### config.mk
export PLATFORM = sky130hd
export DESIGN_NAME = multicycle_controller_flat
export DESIGN_NICKNAME = d
export VERILOG_FILES = /design/src/rtl/multicycle_controller_if.sv /design/src/rtl/multicycle_controller.sv /design/src/flat_wrapper.sv
export SDC_FILE = /design/constraint.sdc
export NUM_CORES = 1
export LEC_CHECK = 0
export ABC_AREA = 1
export CAP_MARGIN = 30
export CORE_MARGIN = 5
export CORE_UTILIZATION = 45
export CTS_BUF_LIST = sky130_fd_sc_hd__clkbuf_8
export CTS_CLUSTER_SIZE = 25
export DETAILED_ROUTE_END_ITERATION = 12
export GPL_TIMING_DRIVEN = 0
export PLACE_DENSITY = 0.8
export SETUP_SLACK_MARGIN = 0.3
export SYNTH_ARGS = -nofsm -noshare
export SYNTH_HDL_FRONTEND = slang
export SYNTH_SLANG_ARGS = --single-unit
### constraint.sdc
create_clock -name clk -period 1.5 [get_ports clk]
set_clock_uncertainty 0.1 [all_clocks]
set_input_delay 0.3 -clock clk [delete_from_list [all_inputs] [get_ports clk]]
set_output_delay 0.3 -clock clk [all_outputs]
set_load 0.02 [all_outputs]
### src/rtl/multicycle_controller_if.sv
// Control bundle between the multi-cycle RV32I controller and its datapath/memory.
// The master modport is the controller's view; slave is the datapath's view.
interface multicycle_controller_if;
    logic [6:0] op;
    logic [2:0] funct3;
    logic       funct7b5;
    logic       zero;
    logic       mem_ready;
    logic       mem_req;
    logic       mem_write;
    logic       adr_src;
    logic       ir_write;
    logic       pc_write;
    logic       reg_write;
    logic [1:0] alu_src_a;
    logic [1:0] alu_src_b;
    logic [1:0] result_src;
    logic [2:0] alu_control;
    logic       retire;
    logic       trap;
    logic       trap_cause;

    modport master (
        input  op, funct3, funct7b5, zero, mem_ready,
        output mem_req, mem_write, adr_src, ir_write, pc_write, reg_write,
               alu_src_a, alu_src_b, result_src, alu_control, retire, trap, trap_cause
    );

    modport slave (
        output op, funct3, funct7b5, zero, mem_ready,
        input  mem_req, mem_write, adr_src, ir_write, pc_write, reg_write,
               alu_src_a, alu_src_b, result_src, alu_control, retire, trap, trap_cause
    );
endinterface

### src/rtl/multicycle_controller.sv
// Control FSM for the multi-cycle RV32I core: sequences fetch, decode, execute,
// memory and writeback for lw/sw/R-type/beq, trapping on illegal opcodes or memory timeouts.
module multicycle_controller #(
    parameter int unsigned TIMEOUT_CYCLES = 255
) (
    input  logic                  clk,
    input  logic                  rst_n,
    multicycle_controller_if.master bus
);

    localparam logic [6:0] OP_LW   = 7'b0000011;
    localparam logic [6:0] OP_SW   = 7'b0100011;
    localparam logic [6:0] OP_RTYP = 7'b0110011;
    localparam logic [6:0] OP_BEQ  = 7'b1100011;

    localparam logic [2:0] ALU_ADD = 3'b000;
    localparam logic [2:0] ALU_SUB = 3'b001;
    localparam logic [2:0] ALU_AND = 3'b010;
    localparam logic [2:0] ALU_OR  = 3'b011;
    localparam logic [2:0] ALU_SLT = 3'b101;

    localparam logic [15:0] WAIT_LAST = 16'(TIMEOUT_CYCLES - 1);
    localparam logic [15:0] WAIT_MAX  = 16'hFFFF;

    typedef enum logic [3:0] {
        S_BOOT,
        S_FETCH,
        S_DECODE,
        S_MEMADR,
        S_MEMREAD,
        S_MEMWB,
        S_MEMWRITE,
        S_EXECR,
        S_ALUWB,
        S_BEQ,
        S_TRAP
    } state_e;

    state_e      state_q, state_d;
    logic [15:0] wait_cnt_q, wait_cnt_d;
    logic        trap_cause_q, trap_cause_d;
    logic        wait_state;
    logic        mem_stall;
    logic        timeout_hit;

    // R-type ALU operation; unlisted funct3 values quietly fall back to add.
    function automatic logic [2:0] rtype_alu(input logic [2:0] f3, input logic b5);
        logic [2:0] ctl;
        ctl = ALU_ADD;
        case (f3)
            3'b000:  ctl = b5 ? ALU_SUB : ALU_ADD;
            3'b010:  ctl = ALU_SLT;
            3'b110:  ctl = ALU_OR;
            3'b111:  ctl = ALU_AND;
            default: ctl = ALU_ADD;
        endcase
        return ctl;
    endfunction

    // NOTE: state registers use non-blocking assignments so every flop samples pre-edge values.
    always_ff @(posedge clk or negedge rst_n) begin
        if (!rst_n) begin
            state_q      <= S_BOOT;
            wait_cnt_q   <= '0;
            trap_cause_q <= 1'b0;
        end else begin
            state_q      <= state_d;
            wait_cnt_q   <= wait_cnt_d;
            trap_cause_q <= trap_cause_d;
        end
    end

    assign wait_state  = (state_q == S_FETCH) || (state_q == S_MEMREAD) || (state_q == S_MEMWRITE);
    assign mem_stall   = wait_state && !bus.mem_ready;
    // The stall cycle that would bring the count up to TIMEOUT_CYCLES is the last one allowed.
    assign timeout_hit = mem_stall && (wait_cnt_q >= WAIT_LAST);

    // Outside the waiting states the counter sits at zero, which gives the clear-on-entry.
    always_comb begin
        wait_cnt_d = '0;
        if (mem_stall) begin
            wait_cnt_d = (wait_cnt_q == WAIT_MAX) ? wait_cnt_q : wait_cnt_q + 16'd1;
        end
    end

    // NOTE: every output and next-state term gets a default first so no latch is inferred.
    always_comb begin
        state_d         = state_q;
        trap_cause_d    = trap_cause_q;
        bus.mem_req     = 1'b0;
        bus.mem_write   = 1'b0;
        bus.adr_src     = 1'b0;
        bus.ir_write    = 1'b0;
        bus.pc_write    = 1'b0;
        bus.reg_write   = 1'b0;
        bus.alu_src_a   = 2'b00;
        bus.alu_src_b   = 2'b00;
        bus.result_src  = 2'b00;
        bus.alu_control = ALU_ADD;
        bus.retire      = 1'b0;
        bus.trap        = 1'b0;
        bus.trap_cause  = 1'b0;

        case (state_q)
            S_BOOT: begin
                state_d = S_FETCH;
            end

            S_FETCH: begin
                bus.mem_req    = 1'b1;
                bus.alu_src_b  = 2'b10;
                bus.result_src = 2'b10;
                if (bus.mem_ready) begin
                    bus.ir_write = 1'b1;
                    bus.pc_write = 1'b1;
                    state_d      = S_DECODE;
                end else if (timeout_hit) begin
                    state_d      = S_TRAP;
                    trap_cause_d = 1'b1;
                end
            end

            S_DECODE: begin
                bus.alu_src_a = 2'b01;
                bus.alu_src_b = 2'b01;
                case (bus.op)
                    OP_LW, OP_SW: state_d = S_MEMADR;
                    OP_RTYP:      state_d = S_EXECR;
                    OP_BEQ:       state_d = S_BEQ;
                    default: begin
                        state_d      = S_TRAP;
                        trap_cause_d = 1'b0;
                    end
                endcase
            end

            S_MEMADR: begin
                bus.alu_src_a = 2'b10;
                bus.alu_src_b = 2'b01;
                state_d       = (bus.op == OP_LW) ? S_MEMREAD : S_MEMWRITE;
            end

            S_MEMREAD: begin
                bus.mem_req = 1'b1;
                bus.adr_src = 1'b1;
                if (bus.mem_ready) begin
                    state_d = S_MEMWB;
                end else if (timeout_hit) begin
                    state_d      = S_TRAP;
                    trap_cause_d = 1'b1;
                end
            end

            S_MEMWB: begin
                bus.result_src = 2'b01;
                bus.reg_write  = 1'b1;
                bus.retire     = 1'b1;
                state_d        = S_FETCH;
            end

            S_MEMWRITE: begin
                bus.mem_req   = 1'b1;
                bus.mem_write = 1'b1;
                bus.adr_src   = 1'b1;
                if (bus.mem_ready) begin
                    bus.retire = 1'b1;
                    state_d    = S_FETCH;
                end else if (timeout_hit) begin
                    state_d      = S_TRAP;
                    trap_cause_d = 1'b1;
                end
            end

            S_EXECR: begin
                bus.alu_src_a   = 2'b10;
                bus.alu_control = rtype_alu(bus.funct3, bus.funct7b5);
                state_d         = S_ALUWB;
            end

            S_ALUWB: begin
                bus.reg_write = 1'b1;
                bus.retire    = 1'b1;
                state_d       = S_FETCH;
            end

            S_BEQ: begin
                bus.alu_src_a   = 2'b10;
                bus.alu_control = ALU_SUB;
                bus.pc_write    = bus.zero;
                bus.retire      = 1'b1;
                state_d         = S_FETCH;
            end

            S_TRAP: begin
                bus.trap       = 1'b1;
                bus.trap_cause = trap_cause_q;
            end

            default: begin
                state_d = S_BOOT;
            end
        endcase
    end

endmodule

### src/flat_wrapper.sv
// flat-port wrapper written by rule: the top's interface ports become plain ports
module multicycle_controller_flat 
#(
    parameter int unsigned TIMEOUT_CYCLES = 255
)
  (clk, rst_n, bus_op, bus_funct3, bus_funct7b5, bus_zero, bus_mem_ready, bus_mem_req, bus_mem_write, bus_adr_src, bus_ir_write, bus_pc_write, bus_reg_write, bus_alu_src_a, bus_alu_src_b, bus_result_src, bus_alu_control, bus_retire, bus_trap, bus_trap_cause);
  multicycle_controller_if bus_i ();
  input  logic clk;
  input  logic rst_n;
  input wire logic [$bits(bus_i.op)-1:0] bus_op;
  input wire logic [$bits(bus_i.funct3)-1:0] bus_funct3;
  input wire logic [$bits(bus_i.funct7b5)-1:0] bus_funct7b5;
  input wire logic [$bits(bus_i.zero)-1:0] bus_zero;
  input wire logic [$bits(bus_i.mem_ready)-1:0] bus_mem_ready;
  output wire logic [$bits(bus_i.mem_req)-1:0] bus_mem_req;
  output wire logic [$bits(bus_i.mem_write)-1:0] bus_mem_write;
  output wire logic [$bits(bus_i.adr_src)-1:0] bus_adr_src;
  output wire logic [$bits(bus_i.ir_write)-1:0] bus_ir_write;
  output wire logic [$bits(bus_i.pc_write)-1:0] bus_pc_write;
  output wire logic [$bits(bus_i.reg_write)-1:0] bus_reg_write;
  output wire logic [$bits(bus_i.alu_src_a)-1:0] bus_alu_src_a;
  output wire logic [$bits(bus_i.alu_src_b)-1:0] bus_alu_src_b;
  output wire logic [$bits(bus_i.result_src)-1:0] bus_result_src;
  output wire logic [$bits(bus_i.alu_control)-1:0] bus_alu_control;
  output wire logic [$bits(bus_i.retire)-1:0] bus_retire;
  output wire logic [$bits(bus_i.trap)-1:0] bus_trap;
  output wire logic [$bits(bus_i.trap_cause)-1:0] bus_trap_cause;
  assign bus_i.op = bus_op;
  assign bus_i.funct3 = bus_funct3;
  assign bus_i.funct7b5 = bus_funct7b5;
  assign bus_i.zero = bus_zero;
  assign bus_i.mem_ready = bus_mem_ready;
  assign bus_mem_req = bus_i.mem_req;
  assign bus_mem_write = bus_i.mem_write;
  assign bus_adr_src = bus_i.adr_src;
  assign bus_ir_write = bus_i.ir_write;
  assign bus_pc_write = bus_i.pc_write;
  assign bus_reg_write = bus_i.reg_write;
  assign bus_alu_src_a = bus_i.alu_src_a;
  assign bus_alu_src_b = bus_i.alu_src_b;
  assign bus_result_src = bus_i.result_src;
  assign bus_alu_control = bus_i.alu_control;
  assign bus_retire = bus_i.retire;
  assign bus_trap = bus_i.trap;
  assign bus_trap_cause = bus_i.trap_cause;
  multicycle_controller #(.TIMEOUT_CYCLES(TIMEOUT_CYCLES)) u_core (.clk(clk), .rst_n(rst_n), .bus(bus_i));
endmodule
# ---- Yosys cells after proc, flatten, opt, wreduce, memory -nomap -nowiden
# Index checks and enable logic that the tools add are counted.
dict set report totals {
  wordCells 74
  in_bits 15
  register_bits 21
}
dict set report classes {
  add_sub_neg 1
  eq_ne 22
  order_cmp 1
  n_reduce_logical 18
  n_mux 29
}
# operator count
set ops {}
lappend ops {{$mux 16} 2}
lappend ops {{$pmux 4 s8} 1}
lappend ops {{$add 16x1->16 const B} 1}
lappend ops {{$eq 16x16->1 const B} 1}
lappend ops {{$eq 4x3->1 const B} 4}
lappend ops {{$ge 16x8->1 const B} 1}
lappend ops {{$mux 4} 4}
lappend ops {{$eq 7x6->1 const B} 2}
lappend ops {{$eq 4x4->1 const B} 3}
lappend ops {{$mux 1} 12}
lappend ops {{$pmux 2 s2} 3}
lappend ops {{$pmux 3 s4} 1}
lappend ops {{$pmux 4 s3} 1}
lappend ops {{$reduce_or 3->1} 3}
lappend ops {{$eq 4x2->1 const B} 2}
lappend ops {{$reduce_or 2->1} 4}
lappend ops {{$reduce_or 4->1} 2}
lappend ops {{$eq 7x2->1 const B} 1}
lappend ops {{$eq 7x7->1 const B} 1}
lappend ops {{$eq 3x3->1 const B} 2}
lappend ops {{$ne 2x2->1 const B} 3}
lappend ops {{$pmux 1 s2} 3}
lappend ops {{$pmux 3 s2} 1}
lappend ops {{$eq 4x1->1 const B} 1}
lappend ops {{10 further kinds} 12}

# ---- Longest topological paths before layout
dict set report logic_depth {
  ltp_word 8
  mapped_depth 11
  mapped_depth_nobuf 11
}

# ---- Worst setup path after synthesis
# Ideal clock, no wire load.
dict set report synth_path {
  kind {reg2out}
  from {reg u_core.state_q[0]}
  to {out bus_trap_cause}
  path_stages_with_launch 6
  path_slack_ns -0.458
  arrival_time_ns 1.558
  path_buffers 0
  cell_sequence {dfrtp_1 -> inv_2 -> nand2_1 -> nor3_1 -> inv_1 -> nor2_1}
}
dict set report synth_via {
  elab_chain_cells 2
}
# item line_no
set synth_lines {}
lappend synth_lines {{start: declaration} multicycle_controller.sv:39} ;# state_e state_q, state_d;
lappend synth_lines {{start signal: assignment} multicycle_controller.sv:67} ;# state_q <= state_d;
lappend synth_lines {{$eq 4x4->1} multicycle_controller.sv:104} ;# case (state_q)
lappend synth_lines {{$mux 1} multicycle_controller.sv:104}
lappend synth_lines {{end: declaration} flat_wrapper.sv:27} ;# output wire logic [$bits(bus_i.trap_cause)-1:0] bus_trap_cause;
# No other way between the ends.

# ---- Final worst setup path
dict set report layout_path {
  from {reg u_core.state_q[3]}
  to {out bus_retire}
}
dict set report layout_via {
  elab_chain_cells 3
}
# item line_no
set layout_lines {}
lappend layout_lines {{$eq 4x3->1 or $eq 4x4->1 (tied branches)} multicycle_controller.sv:104}
lappend layout_lines {{$reduce_or 3->1 (no line)} -}
lappend layout_lines {{$pmux 1 s2 *} multicycle_controller.sv:104}
lappend layout_lines {{end: declaration} flat_wrapper.sv:25} ;# output wire logic [$bits(bus_i.retire)-1:0] bus_retire;
# Mark *: on every way between the ends. The rest lies on a longest branch, timed or not.

==> results.md <==
* DRC viols at 0
* CTS sink cnt at 21
* Final wirelength at 7320 um
* Core Rows at 21
* Setup CP Type: flop to primary output
* Dpl hpwl at 2990 um
* ANT cells at 0
* Cts hold-fix bufs at 0
* CP Max Fanout at 4
* Largest net degree at the start of global routing at 22
* Reg clk slew, reported paths at 0.08 ns
* Setup tns final at -12.13 ns
* Lkg Pwr at about 1.3 nW
* RSZ-0062 raised after global routing: true
* Syn Nets at 248
* CTS tree: done
* Setup slack after layout at -0.444 ns
* Post-placement cell area at 0.00206 mm2
* Global-route wire length before repair at slightly above 8000 um
* Initial antenna violation count at 0
* Vias per cell at 6.04
* Maximum vdd drop at just under 0.7 mV
* Finish-stage setup viols at 39
* Sequential element share of the synthesized area at about 34%
* Share of cells above drive strength 1 at between 50 and 60%
* Vias at 2163
* YS warnings at 0
* Total track usage at 23.4%
* Initial drt markers at 212
* Hold Vio Cnt, Final at 0
* Post-detailed-route wirelength per cell at 20.4 um
* Die ar. at roughly 0.0047 mm2
* Max cap viols at 0
* Core Util, Final at 86.5%
* Synthesized area at 0.00155 mm2
* Die Height at 68.7 um
* Number of global-route vias before repair at 1820
* Synth-to-layout area growth at 86.4%
* Mapped Cells at 231
* Pwr dens at approximately 1400 mW/mm2
* Achievable Freq at approximately 500 MHz
* Core area at 0.00334 mm2
* Skew-Pair Late Insertion Delay at 0.27 ns
* Clock root buffer: clkbuf_8
* Startpoint Class: flop
* Dpl cells at 309
* Crit path DAT at ~1.5 ns
* Non-filler cells, final at between 300 and 400
* Crit end category: primary output
* Final instance area at 0.00289 mm2
* Unique masters post-synth at 30
* Final GP Congestion at 0.943
* Class of the worst hold path: input port to asynchronous set/reset pin
* Final Slew Violations at 0
* Critical path required time at 1.10 ns
* Post-layout nets at 330
* Num ports at 33
* Violated checks: setup timing
* Die Width at 68.7 um
* Minimum clock period at between 1.5 and 2 ns
* Max transition margin at 62.6%
* R2R cell count at 9
* Max H-tree Level at 1
* Total power at 4.09 mW
* CTS buffer count at 3
* Measured slew at the worst slew-check pin at 0.562 ns
* Worst-case clock buffer depth at 2
* Crit share post-route at 130%
* Status: finished, violations left
* Initial core utilization at 46.4%
* DRT antenna net count at 0
* # port buffers at 32
* #FFs+latches synth at 21
* Total grt overflow at 0
* Pre-Repair DR Iteration Count at 5
* Post-synthesis area per instance at 6.71 um2
==> flip-flops by register name, summed over array words and instances (netlist names) <==
name / count
u_core.trap_cause_q: 1
u_core.state_q: 4
u_core.wait_cnt_q: 16
==> where the power goes <==
group          internal [mW]  switching [mW]  leakage, nW
clock network          0.183           0.207       0.0269
registers              0.633           0.113        0.284
logic                   1.38            1.57         1.00
==> cells in the final DEF (no fill, tap or decap), drive strengths merged, types with 12 or more instances in the layout <==
master	n
inv	35
nor2	45
buf	64
clkdlybuf4s50	12
nand2	60
o21ai	12
dfrtp	21
nand3	17
==> stage by stage <==
| stage | setup WS [ns] | hold WS [ns] |
|---|---|---|
| final | -0.444 | 0.0169 |
| after global routing | -0.494 | 0.0598 |
| after CTS | -0.402 | 0.213 |
| after detailed placement | -0.784 | 0.374 |
| after global placement | -0.779 | 0.360 |
| after floorplan | -0.0797 | -0.0956 |
==> cell usage after synthesis <==
master    count  area (um2)
o21ai_0       9        45.0
xor2_1        3        26.3
dfrtp_1      21         526
nor4_1        1        6.26
nand3b_1      2        15.0
nand3_1      17        85.1
a21oi_4       1        16.3
o211ai_1      1        7.51
o21ai_2       1        8.76
nor3_2        1        10.0
a21oi_1       6        30.0
xnor2_1       1        8.76
nor2_1       40         150
nand4_1       6        37.5
nand2_1      56         210
buf_6         2        22.5
nand2_2       3        18.8
o211a_1       1        10.0
o31ai_1       4        30.0
o21ai_1       2        10.0
nor2_4        2        22.5
a31oi_1       1        6.26
nor2_2        3        18.8
inv_2         2        7.51
inv_1        33         124
nand2_4       1        11.3
nand4_2       1        12.5
a31o_2        2        17.5
ha_1          2        25.0
nor3_1        6        30.0
==> path summary, 6_finish.rpt <==
kind / start / to / slack, ns
worst max-delay path: u_core.state_q[3] / bus_retire / -0.44
worst min-delay path: rst_n / u_core.wait_cnt_q[5] / 0.02
worst max register to register: u_core.state_q[3] / u_core.wait_cnt_q[10] / -0.40
worst min register to register: u_core.trap_cause_q / u_core.trap_cause_q / 0.40
max in group asynchronous: rst_n / u_core.state_q[1] / 0.78
min in group clk: u_core.trap_cause_q / u_core.trap_cause_q / 0.40
==> metal layers <==
metal | global-route usage (%) | wire length, um
met5 | 0 | 0
met4 | 11.4 | 456
met3 | 4.54 | 700
met2 | 40.0 | 3450
met1 | 27.8 | 2710
==> layout make-up <==
class	count	area (um2)
Tap cell	46	57.6
Sequential cell	21	529
Inverter	35	154
Buffer	2	30.0
Timing Repair Buffer	77	792
Fill cell	165	449
Multi-Input combinational cell	173	1280
Clock inverter	1	3.75
Clock buffer	3	41.3
==> cell families after synthesis <==
logic type	after synthesis	synth area share, %
simple gates	139	40.5
xor+xnor	4	2.26
flops	21	33.9
buf+inv	37	9.94
compound gates	28	11.7
fa+ha+maj	2	1.62
==> worst max-delay path, cell delays in order (launching register included) <==
cell and delay, ns:
dfrtp_1 0.45, inv_2 0.16, nor2_4 0.06, buf_6 0.13, buf_4 0.13, a21oi_4 0.13, nand2_2 0.08, buf_6 0.13
==> repair_timing <==
action                                  in CTS  in global routing
gates cloned                                 1                  1
resized for setup                          129                 74
endpoints found under the setup margin      60                 39
setup buffers                               26                 16
pin swaps                                   14                 28
Note: power is estimated with default switching activity, not from simulation.
